File: src/rtl/sample_reader.sv
// Sample playback reader: paces BRAM reads with a DIV-cycle divider and hands samples to the FIR.
// Optional overrun detection is built when SAMPLE_READER_OVERRUN_EN is defined.
module sample_reader #(
  parameter  int WIDTH = 8,
  parameter  int DEPTH = 16,
  parameter  int DIV   = 4,
  localparam int LEN   = $clog2(DEPTH)
) (
  input  logic             i_clk,
  input  logic             i_rst,
  input  logic             i_start,
  input  logic             i_stop,
  input  logic             i_loop,
  output logic             o_rden,
  output logic [LEN-1:0]   o_rdaddr,
  input  logic [WIDTH-1:0] i_bramdata,
  output logic [WIDTH-1:0] o_sample,
  output logic             o_valid,
  input  logic             i_ready,
  output logic             o_busy,
  output logic             o_done,
  output logic             o_overrun
);

  localparam int DW = $clog2(DIV);
  localparam logic [LEN-1:0] LAST_ADDR = LEN'(DEPTH - 1);
  localparam logic [DW-1:0]  DIV_MAX   = DW'(DIV - 1);

  typedef enum logic [2:0] {
    IDLE,
    WAIT,
    READ,
    CAPTURE,
    HOLD
  } state_t;

  state_t           r_state;
  logic [DW-1:0]    r_div;
  logic [LEN-1:0]   r_addr;
  logic             r_rden;
  logic [LEN-1:0]   r_rdaddr;
  logic [WIDTH-1:0] r_sample;
  logic             r_valid;
  logic             r_busy;
  logic             r_done;

  logic             w_tick;
  logic             w_handshake;
  logic [LEN-1:0]   w_addrNext;

  assign w_tick      = (r_state != IDLE) && (r_div == DIV_MAX);
  assign w_handshake = (r_state == HOLD) && r_valid && i_ready;
  assign w_addrNext  = (r_addr == LAST_ADDR) ? '0 : r_addr + LEN'(1);

  // Stop overrides every transition; the divider free-runs while busy so ticks keep their cadence.
  always_ff @(posedge i_clk or posedge i_rst) begin
    if (i_rst) begin
      r_state  <= IDLE;
      r_div    <= '0;
      r_addr   <= '0;
      r_rden   <= 1'b0;
      r_rdaddr <= '0;
      r_sample <= '0;
      r_valid  <= 1'b0;
      r_busy   <= 1'b0;
      r_done   <= 1'b0;
    end else begin
      r_done <= 1'b0;
      if (r_state == IDLE || w_tick) begin
        r_div <= '0;
      end else begin
        r_div <= r_div + DW'(1);
      end

      if (i_stop) begin
        r_state <= IDLE;
        r_rden  <= 1'b0;
        r_valid <= 1'b0;
        r_busy  <= 1'b0;
      end else begin
        case (r_state)
          IDLE: begin
            if (i_start) begin
              r_addr  <= '0;
              r_div   <= '0;
              r_busy  <= 1'b1;
              r_state <= WAIT;
            end
          end
          WAIT: begin
            if (w_tick) begin
              r_rden   <= 1'b1;
              r_rdaddr <= r_addr;
              r_state  <= READ;
            end
          end
          READ: begin
            r_rden  <= 1'b0;
            r_state <= CAPTURE;
          end
          CAPTURE: begin
            r_sample <= i_bramdata;
            r_valid  <= 1'b1;
            r_state  <= HOLD;
          end
          HOLD: begin
            if (w_handshake) begin
              r_valid <= 1'b0;
              r_addr  <= w_addrNext;
              if (r_addr == LAST_ADDR && !i_loop) begin
                r_state <= IDLE;
                r_busy  <= 1'b0;
                r_done  <= 1'b1;
              end else if (w_tick) begin
                // A tick coinciding with the handshake is consumed immediately rather than lost.
                r_rden   <= 1'b1;
                r_rdaddr <= w_addrNext;
                r_state  <= READ;
              end else begin
                r_state <= WAIT;
              end
            end
          end
          default: begin
            r_state <= IDLE;
            r_rden  <= 1'b0;
            r_valid <= 1'b0;
            r_busy  <= 1'b0;
          end
        endcase
      end
    end
  end

`ifdef SAMPLE_READER_OVERRUN_EN
  logic r_overrun;

  // Sticky until the next accepted start, so software can see that the FIR fell behind.
  always_ff @(posedge i_clk or posedge i_rst) begin
    if (i_rst) begin
      r_overrun <= 1'b0;
    end else if (r_state == IDLE && i_start && !i_stop) begin
      r_overrun <= 1'b0;
    end else if (r_state == HOLD && w_tick && !w_handshake) begin
      r_overrun <= 1'b1;
    end
  end

  assign o_overrun = r_overrun;
`else
  assign o_overrun = 1'b0;
`endif

  assign o_rden   = r_rden;
  assign o_rdaddr = r_rdaddr;
  assign o_sample = r_sample;
  assign o_valid  = r_valid;
  assign o_busy   = r_busy;
  assign o_done   = r_done;

endmodule
File: config.mk
export PLATFORM = sky130hd
export DESIGN_NAME = sample_reader
export DESIGN_NICKNAME = d
export VERILOG_FILES = /design/src/rtl/sample_reader.sv
export SDC_FILE = /design/constraint.sdc
export NUM_CORES = 1
export LEC_CHECK = 0
export BUFFER_PORTS_ARGS = -buffer_cell sky130_fd_sc_hd__buf_4
export CAP_MARGIN = 25
export CORE_MARGIN = 3
export CORE_UTILIZATION = 40
export CTS_CLUSTER_DIAMETER = 40
export DETAILED_ROUTE_END_ITERATION = 7
export MAX_ROUTING_LAYER = met4
export PLACE_DENSITY = 0.64
export SLEW_MARGIN = 10
export SYNTH_ARGS = -nofsm -noshare
export SYNTH_HDL_FRONTEND = slang
export SYNTH_SLANG_ARGS = --single-unit
File: constraint.sdc
create_clock -name i_clk -period 2.1 [get_ports i_clk]
set_input_delay 0.105 -clock i_clk [delete_from_list [all_inputs] [get_ports i_clk]]
set_output_delay 0.105 -clock i_clk [all_outputs]
set_load 0.05 [all_outputs]
==> results.py, run 1 <==
metrics = {
    "run_status": {
        "status": "completed",
    },
    "die": {
        "initial_core_util": 0.444,
        "pin_count": 31,
        "die_h_um": 62.8,
        "core_area_um2": 2900,
        "die_w_um": 62.8,
        "die_area_um2": 3940,
        "rows": 19,
    },
    "setup_path": {
        "cp.required_ps": 2320,
        "r2r-end": "o_rdaddr[3]$_DFFE_PP0P_",
        "crit_start": "r_addr[0]$_DFFE_PP0P_",
        "r2r_slack_ps": 270,
        "r2r_cells": 5,
        "timing.rr.start": "r_addr[0]$_DFFE_PP0P_",
        "worstSetupEndpoint": "o_rdaddr[3]$_DFFE_PP0P_",
        "cp-end-kind": "flop",
        "crit_fanout": 7,
        "crit_arrival_ps": 2060,
        "cp-start-kind": "flop",
        "worstSetupPathType": "reg2reg",
    },
    "power_and_ir_drop": {
        "p_leak_nw": 0.749,
        "p_per_area_nw_per_um2": 854,
        "ir_drop_uv": 652,
    },
    "sta": {
        "max_freq_mhz": 545,
        "clock_skew_ps": 5.10,
        "finalCritPeriodShare": 0.873,
        "hold_viol_final": 0,
        "finalMaxSlewViolations": 0,
        "min_period_ps": 1830,
        "holdWs_ps": 11.5,
        "setup-tns-final_ps": 0,
        "worst_slack_ps": 267,
        "setup_violations": 0,
        "rsz0062_at_grt": "false",
    },
    "grt": {
        "grt_pass1_wl_um": 4910,
        "grt_pass1_vias": 1050,
        "grt_usage": 0.161,
        "antenna_found_initial": 0,
        "grt_max_degree": 26,
        "overflow": 0,
    },
    "route": {
        "drc_errors": 0,
        "drt-wirelength-per-cell_um": 14.2,
        "viasPerCell": 5.30,
        "route.met2.wl_um": 1380,
        "ant_nets": 0,
        "dr_wl_met3_um": 132,
        "top_layer_used": "met4",
        "wl_um": 2820,
        "wirelength_met1_um": 1270,
        "drt_first_pass_iters": 4,
        "drt_iter0_drc": 37,
        "via_count": 1054,
    },
    "cts": {
        "cts.reportedPaths.clkPinSlew_ps": 140,
        "cts_tree": "done",
        "cts_buffers": 3,
        "cts_root_buf": "clkbuf_4",
        "clock_sinks": 25,
        "cts_setup_buffers": 0,
        "cts_max_path_buffers": 2,
        "clock_latency_ps": 320,
        "cts_max_level": 1,
    },
    "yosys": {
        "yosys_warnings": 0,
        "ys_ff_latch": 25,
        "synthCells": 122,
        "synth_area_per_cell_um2": 10.6,
        "synth_edf_count": 0,
        "syn-num-nets": 138,
        "synthFlopType": "dfrtp_1",
        "syn-cell-area_um2": 1290,
        "synthTopCellsByArea": "dfrtp_1, mux2_2, o21ai_0, a21oi_1, nand3_1",
        "synthArstFlopShare": 1.00,
        "seq_area_frac_synth": 0.485,
        "synth.largest_area_cell": "dfrtp_1",
        "synth.distinct_cells": 41,
        "synth_top_area_share": 0.485,
    },
    "placement": {
        "placement.io_buffers": 29,
        "place_hpwl_um": 1950,
        "pre_cts_ws_ps": 296,
        "place_congestion": 0.856,
    },
    "layout": {
        "layout_commonest_cell": "buf_4",
        "areaGrowthSynthToFinish_pct": 27.4,
        "diodes": 0,
        "final_nets": 174,
        "final_cell_mix": "buf_4, dfrtp_1, o21ai_0, mux2_2, dlygate4sd3_1",
        "drive_gt1_frac": 0.325,
        "fillers": 280,
        "utilization": 0.566,
    },
    "hold_path": {
        "hp-class": "in2reg",
        "whs_path_depth": 2,
        "min_from": "i_bramdata[4]",
    },
    "run": {
        "maxCapViolations": 0,
    },
}
## per-layer routing
| layer | GRT usage | up-vias |
|---|---|---|
| met3 | 0.0288 | 5 |
| met5 | - | - |
| met1 | 0.220 | 499 |
| met4 | 0.0579 | 0 |
| met2 | 0.238 | 33 |
| li1 | - | 517 |
## worst min-delay path by stage
stage | slack [ps] | endpoint
4_1_cts | 2 | o_sample[4]$_DFFE_PP0P_
5_1_grt | 1 | o_sample[4]$_DFFE_PP0P_
2_1_floorplan | 130 | o_busy$_DFFE_PP0P_
6_report | 10 | o_sample[4]$_DFFE_PP0P_
3_3_place_gp | 170 | o_sample[1]$_DFFE_PP0P_
3_5_place_dp | 180 | o_sample[1]$_DFFE_PP0P_
## through the flow
| stage | instances | total power [W] | cell area [um^2] |
|---|---|---|---|
| after floorplan | 122 | 0.00101 | 1290 |
| after global placement | 187 | 0.00116 | 1530 |
| after detailed placement | 187 | 0.00117 | 1530 |
| after CTS | 199 | 0.00142 | 1640 |
| after global routing | 199 | 0.00149 | 1640 |
| final | 199 | 0.00140 | 1640 |
## flip-flops by register name (all words and copies together), names as in the netlist
register  count
o_busy        1
o_done        1
o_rdaddr      4
o_rden        1
o_sample      8
o_valid       1
r_addr        4
r_div         2
r_state       3
## final cells by class
cell class | count | area [um^2] | area share
Sequential cell | 25 | 626 | 0.381
Multi-Input combinational cell | 83 | 594 | 0.362
Timing Repair Buffer | 40 | 320 | 0.195
Tap cell | 42 | 52.6 | 0.0320
Clock buffer | 3 | 22.5 | 0.0137
Inverter | 5 | 18.8 | 0.0114
Clock inverter | 1 | 7.51 | 0.00457
## cells by family (layout without fill, tap and decap cells)
logic type / after synthesis / in the layout / synth area share
AOI/OAI and AO/OA: 33 / 33 / 0.168
xor gates and xnor gates: 1 / 1 / 0.00680
adders and majority gates: 2 / 2 / 0.0194
buffers and inverters: 14 / 49 / 0.0534
DFF: 25 / 25 / 0.485
muxes: 13 / 13 / 0.116
other: 1 / 1 / 0.00291
and+or+nand+nor: 33 / 33 / 0.149
## report_power, final
part / switching (W) / internal (W)
Sequential: 0.0000582 / 0.000563
Clock: 0.000150 / 0.0000729
Combinational: 0.000363 / 0.000195
Total: 0.000572 / 0.000830
## synth_stat cells, types with 2 or more instances
cell      count
buf_2         4
a32o_1        2
inv_1         5
mux2_2       11
a31oi_1       2
nand3_1       6
nor3_1        3
nor2_1        4
ha_1          2
dfrtp_1      25
nand4b_1      2
nand2b_1      2
nor2b_1       2
o21ai_0      11
nand2_1       6
a21oi_1       7
a22o_1        2
clkbuf_1      3
## repair_timing
action	in CTS	in global routing
hold buffers	8	0
endpoints found under the hold margin	32	0
endpoints found under the setup margin	0	0
resized for setup	0	0
## worst max-delay path: stages, from the launching register on
cell and delay, ps:
dfrtp_1 470, ha_1 290, and4b_1 300, o21ai_0 110, nand3_1 190, mux2_2 360
(Power assumes the default switching activity.)
==> run 2: changes to the inputs <==
- CAP_MARGIN: 25 -> 20
- RECOVER_POWER: default -> 25
==> run 2 against run 1 <==
  * Critical path depth did not move
  * Largest cell class unchanged
  * Global-route usage unchanged
  * Critical endpoint unchanged
  * Via count stayed put
  * Worst hold slack about the same
  * Design area down 0.23%
  * Wire length barely moved
  * Largest power group unchanged
  * Sequential share of layout area increased by 0.087 points
  * Highest routed layer unchanged
==> results.py, run 2 (synthesis results as in run 1) <==
metrics = {
    "sta": {
        "rsz0062_at_grt": "false",
        "hold_viol_final": 0,
        "max_freq_mhz": 546,
        "finalMaxSlewViolations": 0,
        "min_period_ps": 1830,
        "relSlewSlack": 0.133,
        "finalCritPeriodShare": 0.873,
        "clock_skew_ps": 5.10,
        "setup_violations": 0,
        "setup-tns-final_ps": 0,
        "holdWs_ps": 11.5,
        "worst_slack_ps": 267,
        "worst_pin_slew_ps": 1300,
    },
    "hold_path": {
        "hp-class": "in2reg",
        "whs_path_depth": 2,
    },
    "power_and_ir_drop": {
        "p_per_area_nw_per_um2": 855,
        "finalPower_w": 0.00140,
        "ir_drop_uv": 647,
        "p_leak_nw": 0.745,
    },
    "die": {
        "rows": 19,
        "pin_count": 31,
        "die_area_um2": 3940,
        "die_h_um": 62.8,
        "die_w_um": 62.8,
        "core_area_um2": 2900,
        "initial_core_util": 0.444,
    },
    "cts": {
        "cts-resized-gates": 0,
        "cts_root_buf": "clkbuf_4",
        "clock_latency_ps": 320,
        "cts_max_path_buffers": 2,
        "cts_setup_buffers": 0,
        "cts_tree": "done",
        "cts_buffers": 3,
        "cts_max_level": 1,
        "cts.reportedPaths.clkPinSlew_ps": 140,
        "clock_sinks": 25,
    },
    "layout": {
        "diodes": 0,
        "fillers": 280,
        "areaGrowthSynthToFinish_pct": 27.1,
        "layout_commonest_cell": "buf_4",
        "largest_reg_flops": 8,
        "final_cell_mix": "buf_4, dfrtp_1, o21ai_0, mux2_2, dlygate4sd3_1",
        "design_area_um2": 1640,
        "drive_gt1_frac": 0.318,
        "final_nets": 174,
    },
    "grt": {
        "grt_max_degree": 26,
        "overflow": 0,
        "grt_pass1_wl_um": 4910,
        "grt_usage": 0.161,
        "grt_pass1_vias": 1050,
        "antenna_found_initial": 0,
    },
    "setup_path": {
        "cp-end-kind": "flop",
        "worstSetupPathType": "reg2reg",
        "crit_fanout": 7,
        "cp-start-kind": "flop",
        "crit_arrival_ps": 2060,
        "r2r_cells": 5,
        "cp.required_ps": 2320,
    },
    "route": {
        "wl_um": 2820,
        "viasPerCell": 5.30,
        "drt_iter0_drc": 37,
        "ant_nets": 0,
        "drt-wirelength-per-cell_um": 14.2,
        "drc_errors": 0,
        "via_count": 1054,
        "drt_first_pass_iters": 4,
        "route.met2.wl_um": 1380,
        "wirelength_met1_um": 1270,
        "dr_wl_met3_um": 132,
        "top_layer_used": "met4",
    },
    "placement": {
        "place_congestion": 0.856,
        "placement.io_buffers": 29,
        "place_hpwl_um": 1950,
        "placed_area_um2": 1530,
        "pre_cts_ws_ps": 296,
    },
    "run": {
        "maxCapViolations": 0,
    },
    "run_status": {
        "status": "completed",
    },
}
[run 2: cell count changes in the layout (fill, tap and decap cells not counted), sizes merged]
cell,delta
buf,-2
clkbuf,+2
[run 2: timing repair]
item / 4_1_cts / 5_1_grt
hold buffers: 8 / 0
endpoints found under the hold margin: 32 / 0
endpoints found under the setup margin: 0 / 0
[run 2: area by class of cell]
cell class,count,area (um^2),share of cell area
clock buffer,3,22.5,0.0138
clock inverter,1,7.51,0.00458
inverter,5,18.8,0.0115
multi-input combinational,83,594,0.363
sequential,25,626,0.382
tap,42,52.6,0.0321
timing repair buffer,40,317,0.193
[run 2: worst max-delay path, cell delays in order, from the launching register on]
cell and delay (ps):
dfrtp_1 470, ha_1 290, and4b_1 300, o21ai_0 110, nand3_1 190, mux2_2 360
[run 2: routing by layer]
metal / vias up / GRT usage
met1: 499 / 0.220
li1: 517 / -
met4: 0 / 0.0579
met2: 33 / 0.238
met3: 5 / 0.0288
met5: - / -
[run 2: power by group]
group	switching (W)	internal (W)	total, W
Sequential	0.0000582	0.000562	0.000621
Combinational	0.000363	0.000194	0.000557
Clock	0.000150	0.0000729	0.000223
Total	0.000572	0.000829	0.00140
[run 2: worst paths after layout]
check,slack (ps),to,from
setup / recovery,270,o_rdaddr[3]$_DFFE_PP0P_,r_addr[0]$_DFFE_PP0P_
hold / removal,10,o_sample[4]$_DFFE_PP0P_,i_bramdata[4]
setup reg to reg,270,o_rdaddr[3]$_DFFE_PP0P_,r_addr[0]$_DFFE_PP0P_
hold reg to reg,450,r_div[0]$_DFF_PP0_,r_div[0]$_DFF_PP0_
max in group asynchronous,570,r_addr[3]$_DFFE_PP0P_,i_rst
min in group asynchronous,770,r_state[2]$_DFFE_PP0P_,i_rst
[run 2: stage by stage]
stage / instances / util
CTS: 199 / 0.566
global route: 199 / 0.565
floorplan: 122 / -
global placement: 187 / 0.528
finish: 199 / 0.565
detailed placement: 187 / 0.528
